--- src/rtl/muldiv_pkg.sv ---
// Shared types and constants for the iterative multiply/divide sequencer.
package muldiv_pkg;

  localparam int DEFAULT_WIDTH = 16;

  localparam logic OP_MUL = 1'b0;
  localparam logic OP_DIV = 1'b1;

  typedef enum logic [1:0] {
    IDLE,
    RUN,
    DONE
  } state_t;

endpackage

--- src/rtl/muldiv_step.sv ---
// One combinational iteration of shift-add multiply or restoring divide.
module muldiv_step
  import muldiv_pkg::*;
#(
  parameter int WIDTH = DEFAULT_WIDTH
) (
  input  logic             op,
  input  logic [WIDTH-1:0] acc_in,
  input  logic [WIDTH-1:0] operand,
  input  logic             bit_in,
  output logic [WIDTH-1:0] acc_out,
  output logic             q_bit
);

  // Shifted partial remainder needs one extra bit before the trial subtract
  logic [WIDTH:0] shifted;

  // MUL adds the shifted multiplicand when the multiplier LSB is set; DIV
  // subtracts the divisor and restores when the trial would go negative
  always_comb begin
    acc_out = '0;
    q_bit   = 1'b0;
    shifted = {acc_in, bit_in};
    if (op == OP_MUL) begin
      acc_out = acc_in + (bit_in ? operand : '0);
    end else if (shifted >= {1'b0, operand}) begin
      acc_out = shifted[WIDTH-1:0] - operand;
      q_bit   = 1'b1;
    end else begin
      acc_out = shifted[WIDTH-1:0];
    end
  end

endmodule

--- src/rtl/muldiv_seq.sv ---
// Iterative 16-bit multiply/divide sequencer: one start, WIDTH steps, one done.
module muldiv_seq
  import muldiv_pkg::*;
#(
  parameter int WIDTH = DEFAULT_WIDTH
) (
  input  logic             clk,
  input  logic             rst,
  input  logic             start,
  input  logic             op,
  input  logic [WIDTH-1:0] a,
  input  logic [WIDTH-1:0] b,
  output logic             busy,
  output logic             done,
  output logic [WIDTH-1:0] result,
  output logic [WIDTH-1:0] remainder,
  output logic             div_by_zero
);

  localparam int CW = $clog2(WIDTH);

  state_t           state, next_state;
  logic [CW-1:0]    count;
  logic             op_q;
  logic [WIDTH-1:0] acc;
  logic [WIDTH-1:0] opnd;
  logic [WIDTH-1:0] shreg;
  logic [WIDTH-1:0] step_acc;
  logic             q_bit;
  logic             bit_in;
  logic             zero_div;

  assign zero_div = (op == OP_DIV) && (b == '0);
  assign bit_in   = (op_q == OP_MUL) ? shreg[0] : shreg[WIDTH-1];

  muldiv_step #(.WIDTH(WIDTH)) u_step (
    .op      (op_q),
    .acc_in  (acc),
    .operand (opnd),
    .bit_in  (bit_in),
    .acc_out (step_acc),
    .q_bit   (q_bit)
  );

  // Next-state decode; a zero divisor skips iteration entirely
  always_comb begin
    next_state = state;
    case (state)
      IDLE:    if (start) next_state = zero_div ? DONE : RUN;
      RUN:     if (count == '0) next_state = DONE;
      DONE:    next_state = IDLE;
      default: next_state = IDLE;
    endcase
  end

  // State register with registered busy/done derived from the next state
  always_ff @(posedge clk or negedge rst) begin
    if (!rst) begin
      state <= IDLE;
      busy  <= 1'b0;
      done  <= 1'b0;
    end else begin
      state <= next_state;
      busy  <= (next_state == RUN);
      done  <= (next_state == DONE);
    end
  end

  // Operand latch, per-step datapath update and result capture
  always_ff @(posedge clk or negedge rst) begin
    if (!rst) begin
      count       <= '0;
      op_q        <= OP_MUL;
      acc         <= '0;
      opnd        <= '0;
      shreg       <= '0;
      result      <= '0;
      remainder   <= '0;
      div_by_zero <= 1'b0;
    end else begin
      case (state)
        IDLE: begin
          if (start) begin
            op_q        <= op;
            acc         <= '0;
            opnd        <= b;
            shreg       <= a;
            count       <= CW'(WIDTH - 1);
            div_by_zero <= zero_div;
            if (zero_div) begin
              result    <= '1;
              remainder <= a;
            end
          end
        end
        RUN: begin
          acc <= step_acc;
          if (op_q == OP_MUL) begin
            opnd  <= opnd << 1;
            shreg <= shreg >> 1;
          end else begin
            shreg <= {shreg[WIDTH-2:0], q_bit};
          end
          if (count == '0) begin
            result    <= (op_q == OP_MUL) ? step_acc : {shreg[WIDTH-2:0], q_bit};
            remainder <= (op_q == OP_MUL) ? '0 : step_acc;
          end else begin
            count <= count - 1'b1;
          end
        end
        default: ;
      endcase
    end
  end

endmodule

--- config.mk ---
export PLATFORM = sky130hd
export DESIGN_NAME = muldiv_seq
export DESIGN_NICKNAME = d
export VERILOG_FILES = /design/src/rtl/muldiv_pkg.sv /design/src/rtl/muldiv_step.sv /design/src/rtl/muldiv_seq.sv
export SDC_FILE = /design/constraint.sdc
export NUM_CORES = 1
export LEC_CHECK = 0
export ABC_AREA = 1
export ABC_CLOCK_PERIOD_IN_PS = 3900
export CELL_PAD_IN_SITES_DETAIL_PLACEMENT = 1
export CELL_PAD_IN_SITES_GLOBAL_PLACEMENT = 2
export CORE_AREA = 2 2 141 143
export DETAILED_ROUTE_END_ITERATION = 10
export DIE_AREA = 0 0 143 145
export GPL_TIMING_DRIVEN = 0
export PLACE_DENSITY_LB_ADDON = 0.1
export SYNTH_ARGS = -nofsm -noshare
export SYNTH_HDL_FRONTEND = slang
export SYNTH_SLANG_ARGS = --single-unit
export TNS_END_PERCENT = 100
--- constraint.sdc ---
create_clock -name clk -period 3.9 [get_ports clk]
set_input_delay 1.17 -clock clk [delete_from_list [all_inputs] [get_ports clk]]
set_output_delay 1.17 -clock clk [all_outputs]
set_load 0.01 [all_outputs]
==> impl_metrics.csv <==
group,metric,value,unit
outcome,outcome,"finished, final reports clean",
timing,finalSetupViolations,0,
clocking,clockBufferDepth,2,
detailed_routing,drc_errors,0,
final_layout,final_area,7950,µm²
min_path,hold_start,"div_by_zero",
grt,grt_pass1_vias,7122,
place,dp.cells,1310,
clocking,tritoncts,"done",
logic_synthesis,syn_avg_cell_area,6.79,µm²
detailed_routing,drt_wl_total,24900,µm
clocking,hold_buffers,0,
clocking,clk_pin_slew,0.07,ns
logic_synthesis,ys_ff_latch,90,
setup_path,rr_worst_depth,16,
clocking,clock-sinks,90,
logic_synthesis,ys_seq_area_frac,0.340,
grt,grt_max_degree,65,
setup_path,r2r_end,"remainder[10]",
grt,antenna_found_initial,0,
timing,rsz0062_at_grt,"false",
clocking,cts-root-buf,"clkbuf_16",
timing,min_period,3.38,ns
setup_path,rrSetupSlack,0.52,ns
final_layout,post_layout_nonfiller_instances,1326,
clocking,cts_setup_buffers,0,
setup_path,end_kind,"flop",
run,maxCapViolCount,0,
place,placed_area,7670,µm²
timing,worst_pin_slew,0.767,ns
floorplan,start_util,0.344,
final_layout,post-route-util,0.414,
clocking,clkLatencyLatePin,0.35,ns
detailed_routing,route.met3.wl,715,µm
timing,period_share,0.866,
final_layout,nets,1127,
timing,fmax,296,MHz
grt,grt_util_all_layers,0.252,
min_path,hp-class,"flop to flop",
detailed_routing,viasPerCell,5.04,
detailed_routing,drt-met1-wl,12200,µm
setup_path,cp.arrival,3.66,ns
logic_synthesis,syn_nets,1045,
final_layout,syn_to_final_growth,20.2,%
logic_synthesis,yosys_warnings,0,
timing,slew_violations,0,
place,portBuffers,70,
final_layout,regArea,2250,µm²
clocking,cts_resized,0,
final_layout,multi_input_area,3610,µm²
final_layout,fill_cells,2489,
detailed_routing,drt_iter0_markers,336,
min_path,holdPathStages,2,
floorplan,core,19200,µm²
grt,grt-ovfl-total,0,
timing,setup_tns,0,ns
timing,finClkSkew,0.00561,ns
detailed_routing,highest_layer,"met4",
floorplan,dieArea,20700,µm²
setup_path,cp_max_fo,10,
final_layout,diodes,0,
detailed_routing,wl_met2,11500,µm
place,gp_congestion,0.893,
setup_path,reg2reg_from,"op_q",
setup_path,crit_type,"flop to flop",
floorplan,dieHeight,145,µm
final_layout,drive_above_1_share,0.0688,
logic_synthesis,syn-instance-count,974,
detailed_routing,ant_nets,0,
timing,slew_headroom,0.489,
min_path,holdPathEnd,"div_by_zero",
timing,hold_violations,0,
floorplan,die_w,143,µm
detailed_routing,first_pass_iters,5,
clocking,htreeDepth,3,
detailed_routing,vias,6682,
logic_synthesis,netlist_area,6620,µm²
grt,grt_pass1_wl,39900,µm
setup_path,startpoint_type,"flop",
place,hpwl,19900,µm
logic_synthesis,synth_cell_types,40,
clocking,cts_made_buffers,9,
floorplan,io_pins,71,
detailed_routing,routedWlPerCell,18.8,µm
floorplan,core.rowCount,51,
setup_path,crit_required,4.18,ns
[how the worst max path moves through the flow]
stage          cells after the start            end   from
2_1_floorplan                     19  remainder[14]   op_q
3_3_place_gp                       1   remainder[4]    rst
3_5_place_dp                       9   remainder[8]  start
4_1_cts                           16   remainder[8]   op_q
5_1_grt                           19  remainder[14]   op_q
6_report                          16  remainder[10]   op_q
[routing by layer]
layer	vias up	global-route usage
met5	-	0
met4	0	0.0668
met3	29	0.0290
met2	106	0.412
met1	3233	0.352
li1	3314	-
[synth_stat cells]
cell	count	area [µm²]
nor2_1	117	439
xor2_1	3	26.3
nand2_8	1	20.0
nand2_4	2	22.5
or2_0	1	6.26
nor2_4	2	22.5
buf_2	18	90.1
ha_1	33	413
a31oi_1	3	18.8
o21a_1	2	15.0
nand2_2	6	37.5
nand4_1	32	200
nor2_2	2	12.5
a21o_1	2	15.0
a22oi_1	5	37.5
nor3_2	1	10.0
o22ai_1	3	18.8
a21boi_0	1	7.51
o21bai_1	4	30.0
or2_2	3	18.8
nand3_1	61	305
o21ai_0	66	330
a21oi_2	2	17.5
nor2_8	1	20.0
inv_2	5	18.8
fa_1	2	40.0
a21oi_1	64	320
nor3_1	6	30.0
xnor2_1	4	35.0
nand2_1	228	856
o211ai_1	16	120
buf_12	1	20.0
dfrtp_1	90	2250
buf_4	2	15.0
nor4_1	2	12.5
nand3_2	10	100
buf_1	5	18.8
o21ai_1	10	50.1
inv_1	149	559
clkbuf_1	9	33.8
[metrics by stage]
step / setup WS (ns) / hold WS [ns]
finish: 0.523 / 0.497
global route: 0.135 / 0.533
CTS: 0.482 / 0.496
detailed placement: 0.497 / 0.474
global placement: -2.16 / 0.473
floorplan: 1.28 / 0.469
[worst max-delay path, cell delays in order (launching register included)]
cell and delay (ns):
dfrtp_1 0.36, buf_2 0.18, o21a_1 0.26, inv_1 0.20, buf_1 0.43, nor2_1 0.12, ha_1 0.39, nand2_1 0.11
nor2_1 0.27, nand3_1 0.20, nand3_1 0.13, nand2_1 0.05, nand3_1 0.11, nand2_1 0.11, inv_1 0.07, nand4_1 0.15
a21oi_1 0.17
[state kept, by name, indices dropped and copies added, names as in the netlist]
name / count
acc: 16
busy: 1
count: 4
div_by_zero: 1
done: 1
op_q: 1
opnd: 16
remainder: 16
result: 16
shreg: 16
state: 2
[cell type report]
| class | instances | area share |
|---|---|---|
| multi-input cells | 695 | 0.454 |
| flip-flops and latches | 90 | 0.283 |
| repair buffers | 71 | 0.0912 |
| inverters | 154 | 0.0727 |
| well taps | 265 | 0.0417 |
| clock buffers | 10 | 0.0288 |
| plain buffers | 35 | 0.0223 |
| clock inverters | 6 | 0.00645 |
[cell families after synthesis]
family,share of synthesized area
compound gates,0.148
xor+xnor,0.00927
fa+ha+maj,0.0685
buf+inv,0.114
flops,0.340
simple gates,0.319
[layout by cell type (no fill, tap or decap), drive strengths merged]
cell,count
nand4,32
a21o,2
clkbuf,19
xor2,3
or2,4
o211ai,16
clkinvlp,3
buf,28
nand2,237
nor4,2
o21ai,76
clkdlybuf4s50,69
clkinv,1
dfrtp,90
a21boi,1
nor2,122
o21a,2
ha,33
a31oi,3
nand3,71
xnor2,4
nor3,7
o22ai,3
inv,156
fa,2
a21oi,66
a22oi,5
o21bai,4
Power is left out: the tool's default activity adds up to more than one toggle a clock period on the data nets, which glitch-free logic cannot reach.
